===== config.mk =====
export PLATFORM = sky130hd
export DESIGN_NAME = seller_change_disp_flat
export DESIGN_NICKNAME = d
export VERILOG_FILES = /design/src/rtl/seller_change_disp_if.sv /design/src/rtl/seller_change_disp.sv /design/src/flat_wrapper.sv
export SDC_FILE = /design/constraint.sdc
export NUM_CORES = 1
export LEC_CHECK = 0
export ABC_CLOCK_PERIOD_IN_PS = 6290
export CAP_MARGIN = 15
export CORE_ASPECT_RATIO = 0.7
export CORE_MARGIN = 4
export CORE_UTILIZATION = 46
export CTS_CLUSTER_SIZE = 12
export DETAILED_ROUTE_END_ITERATION = 6
export GPL_ROUTABILITY_DRIVEN = 0
export PLACE_DENSITY = 0.68
export SYNTH_ARGS = -nofsm -noshare
export SYNTH_HDL_FRONTEND = slang
export SYNTH_SLANG_ARGS = --single-unit

===== constraint.sdc =====
create_clock -name clk -period 6.29 [get_ports clk]
set_clock_uncertainty 0.1 [all_clocks]
set_input_delay 1.887 -clock clk [delete_from_list [all_inputs] [get_ports clk]]
set_output_delay 1.887 -clock clk [all_outputs]
set_load 0.03 [all_outputs]

===== src/rtl/seller_change_disp_if.sv =====
// Handshake bundle between the vend controller and the change dispenser:
// request strobe with change amount in, coin eject lines and status flags out.
interface seller_change_disp_if #(
    parameter int CW = 4
) ();
    logic          vend;
    logic [CW-1:0] change;
    logic          hop_ack;
    logic          e1;
    logic          e2;
    logic          e4;
    logic          busy;
    logic          done;
    logic          ovf;
    logic          fault;

    modport master (
        output vend, change, hop_ack,
        input  e1, e2, e4, busy, done, ovf, fault
    );

    modport slave (
        input  vend, change, hop_ack,
        output e1, e2, e4, busy, done, ovf, fault
    );
endinterface


===== src/rtl/seller_change_disp.sv =====
// Change dispenser: pays out a change amount greedily in 4/2/1 half-unit coins
// over an eject/ack hopper handshake, with a one-deep pending slot and a hopper timeout.
module seller_change_disp #(
    parameter int CW     = 4,
    parameter int TO_CYC = 15
) (
    input  logic                 clk,
    input  logic                 rst,
    seller_change_disp_if.slave  bus
);

    localparam int TW = $clog2(TO_CYC + 1);

    typedef enum logic [1:0] {
        IDLE  = 2'd0,
        ISSUE = 2'd1,
        GAP   = 2'd2,
        DONE  = 2'd3
    } state_t;

    state_t        state_q,    state_d;
    logic [CW-1:0] rem_q,      rem_d;
    logic [CW-1:0] pend_q,     pend_d;
    logic          pend_vld_q, pend_vld_d;
    logic [TW-1:0] to_cnt_q,   to_cnt_d;
    logic          fault_q,    fault_d;
    logic          ovf_q,      ovf_d;

    logic [CW-1:0] coin_val;
    logic          accept;
    logic          timeout;

    // NOTE: sequential state uses non-blocking assignments so every flop samples
    // pre-edge values regardless of process ordering.
    always_ff @(posedge clk or negedge rst) begin
        if (!rst) begin
            state_q    <= IDLE;
            rem_q      <= '0;
            pend_q     <= '0;
            pend_vld_q <= 1'b0;
            to_cnt_q   <= '0;
            fault_q    <= 1'b0;
            ovf_q      <= 1'b0;
        end else begin
            state_q    <= state_d;
            rem_q      <= rem_d;
            pend_q     <= pend_d;
            pend_vld_q <= pend_vld_d;
            to_cnt_q   <= to_cnt_d;
            fault_q    <= fault_d;
            ovf_q      <= ovf_d;
        end
    end

    // Greedy coin choice; the largest coin never exceeds what is still owed.
    always_comb begin
        if (rem_q >= CW'(4))
            coin_val = CW'(4);
        else if (rem_q >= CW'(2))
            coin_val = CW'(2);
        else
            coin_val = CW'(1);
    end

    assign accept  = bus.vend && !fault_q;
    assign timeout = (state_q == ISSUE) && !bus.hop_ack &&
                     (to_cnt_q == TW'(TO_CYC - 1));

    // NOTE: every signal gets a default at the top of the comb block so no
    // path through the case statement can infer a latch.
    always_comb begin
        state_d    = state_q;
        rem_d      = rem_q;
        pend_d     = pend_q;
        pend_vld_d = pend_vld_q;
        to_cnt_d   = to_cnt_q;
        fault_d    = fault_q;
        ovf_d      = 1'b0;

        unique case (state_q)
            IDLE: begin
                if (accept) begin
                    rem_d   = bus.change;
                    state_d = (bus.change != '0) ? ISSUE : DONE;
                end
            end
            ISSUE: begin
                if (bus.hop_ack) begin
                    rem_d    = rem_q - coin_val;
                    to_cnt_d = '0;
                    state_d  = GAP;
                end else if (timeout) begin
                    to_cnt_d = '0;
                end else begin
                    to_cnt_d = to_cnt_q + TW'(1);
                end
            end
            GAP: begin
                state_d = (rem_q == '0) ? DONE : ISSUE;
            end
            DONE: begin
                if (pend_vld_q) begin
                    rem_d      = pend_q;
                    pend_vld_d = 1'b0;
                    state_d    = (pend_q != '0) ? ISSUE : DONE;
                end else if (accept) begin
                    // A request landing on an empty slot during DONE is consumed directly.
                    rem_d   = bus.change;
                    state_d = (bus.change != '0) ? ISSUE : DONE;
                end else begin
                    state_d = IDLE;
                end
            end
            default: state_d = IDLE;
        endcase

        if (accept && (state_q != IDLE)) begin
            if (pend_vld_q) begin
                ovf_d = 1'b1;
            end else if (state_q != DONE) begin
                pend_d     = bus.change;
                pend_vld_d = 1'b1;
            end
        end

        // A hopper timeout abandons everything owed and latches the fault.
        if (timeout) begin
            fault_d    = 1'b1;
            rem_d      = '0;
            pend_d     = '0;
            pend_vld_d = 1'b0;
            state_d    = IDLE;
        end
    end

    always_comb begin
        bus.e1    = 1'b0;
        bus.e2    = 1'b0;
        bus.e4    = 1'b0;
        if (state_q == ISSUE) begin
            if (rem_q >= CW'(4))
                bus.e4 = 1'b1;
            else if (rem_q >= CW'(2))
                bus.e2 = 1'b1;
            else
                bus.e1 = 1'b1;
        end
        bus.busy  = (state_q != IDLE);
        bus.done  = (state_q == DONE);
        bus.ovf   = ovf_q;
        bus.fault = fault_q;
    end

endmodule

===== src/flat_wrapper.sv =====
// flat-port wrapper written by rule: the top's interface ports become plain ports
module seller_change_disp_flat 
#(
    parameter int CW     = 4,
    parameter int TO_CYC = 15
)
  (clk, rst, bus_vend, bus_change, bus_hop_ack, bus_e1, bus_e2, bus_e4, bus_busy, bus_done, bus_ovf, bus_fault);
  seller_change_disp_if #(.CW(CW)) bus_i ();
  input  logic clk;
  input  logic rst;
  input wire logic [$bits(bus_i.vend)-1:0] bus_vend;
  input wire logic [$bits(bus_i.change)-1:0] bus_change;
  input wire logic [$bits(bus_i.hop_ack)-1:0] bus_hop_ack;
  output wire logic [$bits(bus_i.e1)-1:0] bus_e1;
  output wire logic [$bits(bus_i.e2)-1:0] bus_e2;
  output wire logic [$bits(bus_i.e4)-1:0] bus_e4;
  output wire logic [$bits(bus_i.busy)-1:0] bus_busy;
  output wire logic [$bits(bus_i.done)-1:0] bus_done;
  output wire logic [$bits(bus_i.ovf)-1:0] bus_ovf;
  output wire logic [$bits(bus_i.fault)-1:0] bus_fault;
  assign bus_i.vend = bus_vend;
  assign bus_i.change = bus_change;
  assign bus_i.hop_ack = bus_hop_ack;
  assign bus_e1 = bus_i.e1;
  assign bus_e2 = bus_i.e2;
  assign bus_e4 = bus_i.e4;
  assign bus_busy = bus_i.busy;
  assign bus_done = bus_i.done;
  assign bus_ovf = bus_i.ovf;
  assign bus_fault = bus_i.fault;
  seller_change_disp #(.CW(CW), .TO_CYC(TO_CYC)) u_core (.clk(clk), .rst(rst), .bus(bus_i));
endmodule

==> reports/results.ini, run 1 <==
[outcome]
outcome = complete, no violations

[synthesis]
ys_ff_latch = 17
ys_warn_count = 0
yosysUniqueCellTypes = 43
syn_area_per_cell_sq_um = 8.75
synth_edf_count = 0
syn_area_sq_um = 1180
syn_inst = 135
syn_nets = 148
yosysSeqAreaShare_pct = 36.0
async_flop_share_pct = 100
ys.flop_type = dfrtp_1

[flow_run]
max_cap_violations = 0

[cts]
post_cts_buffers = 0
cts_tree = done
cts_hold_buf = 0
path_clk_slew_ns = 0.07
cts_buffers = 3
clk_latency_ns = 0.26
cts.sinks = 17
cts-resized-gates = 0
clockBufferDepth = 2
ctsHtreeMaxLevel = 1
cts_root_buffer = clkbuf_8

[layout]
syn2layout_area_growth_pct = 15.3
design_area_sq_um = 1360
final_cells = 181
most-common-layout-cells = dfrtp_1, nand2_1, clkdlybuf4s50_1
fin_nets = 161
diodes = 0
final_common_cell = dfrtp_1
drive_gt1_share_pct = 10.2
final_util_pct = 55.4

[sta]
fin_crit_sh_pct = 66.5
setup_tns_ns = 0
worst_slew_pin_slew_ns = 0.817
fin_ws_ns = 2.11
fmax_mhz = 239
finalSetupViolCount = 0
finalWorstPathRequiredPeriod_ns = 4.18
grt_setup_unrepaired = no
slew_headroom_pct = 45.4
slew_violations = 0
holdWs_ns = 0.399
hold_viol = 0

[floorplanning]
start_util_pct = 48.0
row_count = 15
die_w_um = 68.6
die_y_um = 50.4
boundaryPins = 15
coreArea_sq_um = 2460
die-area_sq_um = 3460

[place]
hpwl_mm = 2.03
place_inst = 177
io_buffers = 14
placed_area_sq_um = 1320
pre_cts_slack_ns = 2.41

[global_route]
grt_max_degree = 21
grt_first_pass_wirelength_mm = 4.53
grt_pass1_vias = 974
track_usage_pct = 17.4
grt_overflow = 0
antenna_found_initial = 0

[route]
routed_via_density = 5.69
postRouteAntennaNets = 0
wl_per_cell_um = 14.7
drc = 0
drtIter0Drc = 60
routed_wl_mm = 2.66
dr_total_vias = 1030
drt-pass1-iter-count = 4

[power]
seqPwrFrac_pct = 34.5
pwr-share-clk_pct = 12.0
leakage_nw = 0.598
p_sw_share_pct = 46.8
irDropWorstVdd_uv = 247
internal_power_mw = 0.370
power_mw = 0.695
combPwrFrac_pct = 53.6
power_density_nw_per_um2 = 511
p_switching_mw = 0.325

[setup_path]
startpoint_type = flip-flop
worstPathRequired_ns = 4.30
cp.arrival_ns = 2.20
path_max_fanout = 20
path_class = reg2out
end_kind = primary output

[hold_path]
hold_class = reg2reg

## worst max-delay path: stages, from the launching register on
cell and delay (ns):
dfrtp_1 0.71, nor2b_2 0.38, and2_1 0.17, clkdlybuf4s50_1 0.66
## cell type report
type	count	area, sq um
Fill cell	233	1100
Multi-Input combinational cell	106	686
Sequential cell	17	425
Timing Repair Buffer	14	140
Clock buffer	4	45.0
Tap cell	34	42.5
Inverter	6	22.5
## metal layers
layer  GRT usage, %  vias to the layer above  routed length, um
met1           26.4                      488               1380
met2           24.2                       25               1110
met4           2.64                        0                 29
met3           5.37                        6                147
li1               -                      511                  -
met5              0                        -                  0
## state kept, by name, summed over array words and instances (netlist names)
name               cells
u_core.bus.fault       1
u_core.bus.ovf         1
u_core.pend_q          4
u_core.pend_vld_q      1
u_core.rem_q           4
u_core.state_q         2
u_core.to_cnt_q        4
## power groups by stage
stage | combinational (mW) | sequential, mW | clock, mW
6_report | 0.372 | 0.240 | 0.0832
2_1_floorplan | 0.329 | 0.197 | 0
4_1_cts | 0.374 | 0.237 | 0.0858
3_5_place_dp | 0.371 | 0.238 | 0
5_1_grt | 0.423 | 0.249 | 0.0894
3_3_place_gp | 0.369 | 0.237 | 0
## synthesized netlist by cell type, types with 2 or more instances
library cell,instances,share of area (%)
nor4_1,2,1.1
a21oi_1,12,5.1
buf_2,2,0.85
o21ai_0,8,3.4
nor2_1,10,3.2
and3_1,2,1.1
inv_1,5,1.6
dfrtp_1,17,36
o21ai_2,3,2.2
o2bb2ai_1,2,1.5
a31oi_1,2,1.1
buf_6,2,1.9
nor3_1,4,1.7
o21ai_1,5,2.1
nand2b_1,2,1.1
buf_4,2,1.3
o22ai_1,4,2.1
nand3_1,2,0.85
a22o_1,2,1.5
mux2i_1,4,3.4
a21o_1,2,1.3
nor2b_1,2,1.1
nand2_1,16,5.1
ha_1,4,4.2
## path summary, 6_finish.rpt
check	start	endpoint	slack, ns	depth (start not counted)
min in group asynchronous	rst	u_core.to_cnt_q[2]	2.00	1
worst min register to register	u_core.rem_q[0]	u_core.rem_q[0]	0.40	1
max in group asynchronous	rst	u_core.pend_q[3]	3.58	1
worst max-delay path	u_core.state_q[0]	bus_e1	2.11	3
worst max register to register	u_core.rem_q[3]	u_core.rem_q[1]	3.91	8
worst min-delay path	u_core.rem_q[0]	u_core.rem_q[0]	0.40	1
## logic make-up after synthesis
logic type                 Yosys count  synth area share, %
xor gates and xnor gates             1                0.742
AOI/OAI and AO/OA                   46                 24.7
DFF                                 17                 36.0
muxes                                4                 3.39
adders and majority gates            5                 5.93
and+or+nand+nor                     50                 23.3
buffers and inverters               12                 5.93
No activity file was read; power rests on OpenSTA's default activity.
==> run 2, diff against run 1 <==
ABC_CLOCK_PERIOD_IN_PS = 4300   (was 6290)
clock period = 4.3 ns   (was 6.29 ns; I/O delays follow)
==> run 2 against run 1 <==
- sequential power is 46% higher
- combinational power is 48% higher
- final cell count stayed put
- global-route usage is 0.093 points higher
- die area stayed put
- routed wire length is 2.5% higher
- critical path type unchanged
- largest cell class unchanged
==> reports/results.ini, run 2 (synthesized netlist as in run 1, its figures left out) <==
[layout]
fin_nets = 161  ; unchanged
most-common-layout-cells = dfrtp_1, nand2_1, clkdlybuf4s50_1
diodes = 0  ; unchanged
final_util_pct = 55.4  ; unchanged
reg_top3 = u_core.pend_q x4, u_core.rem_q x4, u_core.to_cnt_q x4
final_common_cell = dfrtp_1
drive_gt1_share_pct = 10.2  ; unchanged
syn2layout_area_growth_pct = 15.3  ; unchanged
fillCellCount = 223  ; -4.3%

[global_route]
track_usage_pct = 17.5  ; +0.093 points
grt_pass1_vias = 969  ; -0.51%
grt_max_degree = 21  ; unchanged
grt_first_pass_wirelength_mm = 4.52  ; -0.31%
antenna_found_initial = 0  ; unchanged
grt_overflow = 0  ; unchanged

[route]
dr_total_vias = 1041  ; +1.1%
drt-pass1-iter-count = 4  ; unchanged
routed_via_density = 5.75  ; +1.1%
routed_wl_mm = 2.73  ; +2.5%
drtIter0Drc = 97  ; +62%
wl_per_cell_um = 15.1  ; +2.5%
drc = 0  ; unchanged
postRouteAntennaNets = 0  ; unchanged

[place]
io_buffers = 14  ; unchanged
hpwl_mm = 2.00  ; -1.3%

[setup_path]
path_class = reg2out
startpoint_type = flip-flop
worstPathRequired_ns = 2.91  ; -1.39 ns
path_max_fanout = 20  ; unchanged
cp.arrival_ns = 2.20  ; about the same
crit_chain = nor2b_2 > and2_1 > clkdlybuf4s50_1
end_kind = primary output
cpPeakStageDelay_ns = 0.70  ; about the same
slowest_stage = dfrtp_1

[floorplanning]
row_count = 15  ; unchanged
boundaryPins = 15  ; unchanged
die_w_um = 68.6  ; unchanged
coreArea_sq_um = 2460  ; unchanged
die_y_um = 50.4  ; unchanged
die-area_sq_um = 3460  ; unchanged
start_util_pct = 48.0  ; unchanged

[sta]
slew_violations = 0  ; unchanged
fmax_mhz = 279
finalSetupViolCount = 0  ; unchanged
slew_headroom_pct = 45.9  ; +0.56 points
grt_setup_unrepaired = no
worst_slew_pin_slew_ns = 0.808  ; -0.00833 ns
setup_tns_ns = 0  ; unchanged
fin_crit_sh_pct = 83.4
hold_viol = 0  ; unchanged
finalWorstPathRequiredPeriod_ns = 3.59
holdWs_ns = 0.406  ; +0.00633 ns

[cts]
cts-resized-gates = 0  ; unchanged
clockBufferDepth = 2  ; unchanged
cts_tree = done
ctsHtreeMaxLevel = 1  ; unchanged
post_cts_buffers = 0  ; unchanged
cts_buffers = 3  ; unchanged
path_clk_slew_ns = 0.07  ; about the same
cts_root_buffer = clkbuf_8
clk_latency_ns = 0.26  ; about the same
cts.sinks = 17  ; unchanged
cts_hold_buf = 0  ; unchanged

[hold_path]
hold_class = reg2reg

[outcome]
outcome = complete, no violations

[power]
irDropWorstVdd_uv = 391  ; +58%
power_density_nw_per_um2 = 754  ; +48%
leakage_nw = 0.598  ; unchanged

[flow_run]
max_cap_violations = 0  ; unchanged

run 2: cell counts in the layout (fill, tap and decap cells not counted):
Identical to the previous run, type by type.
run 2: path summary, 6_finish.rpt:
check | from | endpoint | slack, ns | depth (start not counted)
setup reg to reg | u_core.rem_q[2] | u_core.rem_q[1] | 1.90 | 8
hold reg to reg | u_core.rem_q[0] | u_core.rem_q[0] | 0.41 | 1
max in group asynchronous | rst | u_core.bus.fault | 2.20 | 1
setup / recovery | u_core.state_q[0] | bus_e1 | 0.71 | 3
min in group asynchronous | rst | u_core.to_cnt_q[2] | 1.39 | 1
hold / removal | u_core.rem_q[0] | u_core.rem_q[0] | 0.41 | 1
run 2: layout make-up:
type	instances	area, sq um	area share (%)
Clock buffer	4	45.0	3.31
Inverter	6	22.5	1.65
Multi-Input combinational cell	106	686	50.4
Sequential cell	17	425	31.2
Tap cell	34	42.5	3.12
Timing Repair Buffer	14	140	10.3
run 2: routing by layer:
metal / track usage [%] / vias up / share of wire, %
li1: - / 505 / -
met1: 26.8 / 503 / 52
met2: 24.4 / 30 / 42
met3: 5.37 / 3 / 6.0
met4: 1.98 / 0 / 0.22
met5: 0 / - / 0
run 2: critical path: cells and delay by family (launching register included):
family | cells | cell delay (ns)
buf+inv | 1 | 0.66
flops | 1 | 0.70
simple gates | 2 | 0.57
run 2: power breakdown:
group	internal, mW	leakage [nW]	switching (mW)
logic	0.248	0.363	0.303
registers	0.228	0.212	0.123
clock network	0.0659	0.0228	0.0573
total	0.542	0.598	0.484
run 2: per-stage QoR:
stage / power, mW / std cells / setup slack, ns / cell area, sq um
6_report: 1.03 / 181 / 0.715 / 1360
5_1_grt: 1.11 / 181 / 0.608 / 1360
4_1_cts: 1.02 / 181 / 0.720 / 1360
3_5_place_dp: 0.891 / 177 / 1.01 / 1320
3_3_place_gp: 0.887 / 177 / 1.05 / 1320
2_1_floorplan: 0.769 / 135 / 1.73 / 1180
==> run 3, diff against run 2 <==
ABC_CLOCK_PERIOD_IN_PS = 3100   (was 4300)
PLACE_DENSITY = 0.71   (was 0.68)
clock period = 3.1 ns   (was 4.3 ns; I/O delays follow)
==> run 3 against run 2 <==
- die area unchanged
- critical endpoint unchanged
- highest routed layer unchanged
- global-route usage up 2.1 points
- total power up 44%
==> reports/results.ini, run 3 (synthesized netlist as in run 1, its figures left out) <==
[outcome]
outcome = complete, no violations

[sta]
finalSetupViolCount = 0  ; unchanged
setup_tns_ns = 0  ; unchanged
fmax_mhz = 342
hold_viol = 0  ; unchanged
fin_crit_sh_pct = 94.4
slew_violations = 0  ; unchanged
worst_slew_pin_slew_ns = 0.397  ; -0.411 ns
finalWorstPathRequiredPeriod_ns = 2.93
grt_setup_unrepaired = no
slew_headroom_pct = 73.5  ; +28 points

[power]
leakage_nw = 0.616  ; +3.0%
power_density_nw_per_um2 = 1060  ; +40%
irDropWorstVdd_uv = 544  ; +39%

[global_route]
grt_overflow = 0  ; unchanged
antenna_found_initial = 0  ; unchanged
grt_pass1_vias = 1036  ; +6.9%
grt_first_pass_wirelength_mm = 5.03  ; +11%
track_usage_pct = 19.5  ; +2.1 points
grt_max_degree = 18  ; -14%

[cts]
clk_latency_ns = 0.26  ; about the same
clockBufferDepth = 2  ; unchanged
cts_tree = done
cts_hold_buf = 0  ; unchanged
ctsHtreeMaxLevel = 1  ; unchanged
cts.sinks = 17  ; unchanged
cts_buffers = 3  ; unchanged
path_clk_slew_ns = 0.07  ; about the same
cts_root_buffer = clkbuf_8

[hold_path]
hold_start = u_core.rem_q[0]
hold_class = reg2reg

[setup_path]
startpoint_type = flip-flop
path_class = reg2out
end_kind = primary output
path_max_fanout = 7  ; -65%
crit_family = buffers and inverters
cp.arrival_ns = 1.90  ; -0.30 ns
cpPeakStageDelay_ns = 0.66  ; -0.04 ns
crit_buf_inv = 1  ; unchanged
crit_start = u_core.rem_q[3]
timing.rr.start = u_core.rem_q[3]
worstPathRequired_ns = 2.07  ; -0.84 ns
slowest_stage = clkdlybuf4s50_1
crit_chain = nor3_1 > and2_1 > clkdlybuf4s50_1

[layout]
multiInputGateArea_sq_um = 686  ; unchanged
design_area_sq_um = 1390  ; +2.3%
syn2layout_area_growth_pct = 17.9
fin_nets = 165  ; +2.5%
most-common-layout-cells = nand2_1, dfrtp_1, clkdlybuf4s50_1
fillCellCount = 227  ; +1.8%
seqCellArea_sq_um = 427  ; +0.29%
drive_gt1_share_pct = 13.2  ; +3.0 points
diodes = 0  ; unchanged
reg_top3 = u_core.pend_q x4, u_core.rem_q x4, u_core.to_cnt_q x4

[route]
wl_per_cell_um = 15.9  ; +5.4%
postRouteAntennaNets = 0  ; unchanged
dr_total_vias = 1084  ; +4.1%
routed_via_density = 5.86  ; +1.9%
drt-pass1-iter-count = 4  ; unchanged
routed_wl_mm = 2.94  ; +7.7%
drc = 0  ; unchanged
drtIter0Drc = 39  ; -60%

[place]
hpwl_mm = 2.14  ; +6.8%
io_buffers = 14  ; unchanged
placed_area_sq_um = 1350  ; +2.3%

[floorplanning]
die_y_um = 50.4  ; unchanged
boundaryPins = 15  ; unchanged
die_w_um = 68.6  ; unchanged
die-area_sq_um = 3460  ; unchanged
coreArea_sq_um = 2460  ; unchanged
row_count = 15  ; unchanged
start_util_pct = 48.0  ; unchanged

[flow_run]
max_cap_violations = 0  ; unchanged

==> run 3: metal layers <==
metal	GRT usage [%]	up-vias	share of wire, %
li1	-	521	-
met1	28.7	506	46
met3	5.59	4	8.9
met4	3.63	0	0.88
met2	28.5	53	44
met5	0	-	0
==> run 3: cell type report <==
cell class / count / area share (%)
Multi-Input combinational cell: 106 / 49.2
Sequential cell: 17 / 30.6
Timing Repair Buffer: 18 / 12.2
Clock buffer: 4 / 3.23
Tap cell: 34 / 3.05
Inverter: 6 / 1.62
==> run 3: power breakdown <==
part	internal, mW	switching (mW)	total [mW]	leakage [nW]
sequential	0.318	0.169	0.487	0.211
clock	0.0915	0.0791	0.171	0.0228
combinational	0.371	0.445	0.816	0.382
==> run 3: per-stage QoR <==
step	utilization, %	hold slack (ns)	power, mW	std cells	setup WS (ns)
6_report	56.6	0.401	1.47	185	0.173
3_5_place_dp	54.8	0.378	1.28	181	0.413
5_1_grt	56.6	0.426	1.59	185	0.0888
3_3_place_gp	54.8	0.385	1.26	181	0.454
2_1_floorplan	-	0.356	1.07	135	0.890
4_1_cts	56.6	0.399	1.46	185	0.116
==> run 3: repair_timing <==
action	4_1_cts	5_1_grt
setup endpoints to repair	0	1
gates resized for setup	0	1
buffers inserted	0	0
==> run 3: path summary, 6_finish.rpt <==
check	cells past startpoint	slack (ns)	to
min in group asynchronous	2	0.90	u_core.rem_q[1]
hold reg to reg	1	0.40	u_core.rem_q[0]
setup / recovery	3	0.17	bus_e1
setup reg to reg	8	0.81	u_core.rem_q[1]
hold / removal	1	0.40	u_core.rem_q[0]
max in group asynchronous	2	1.78	u_core.state_q[1]
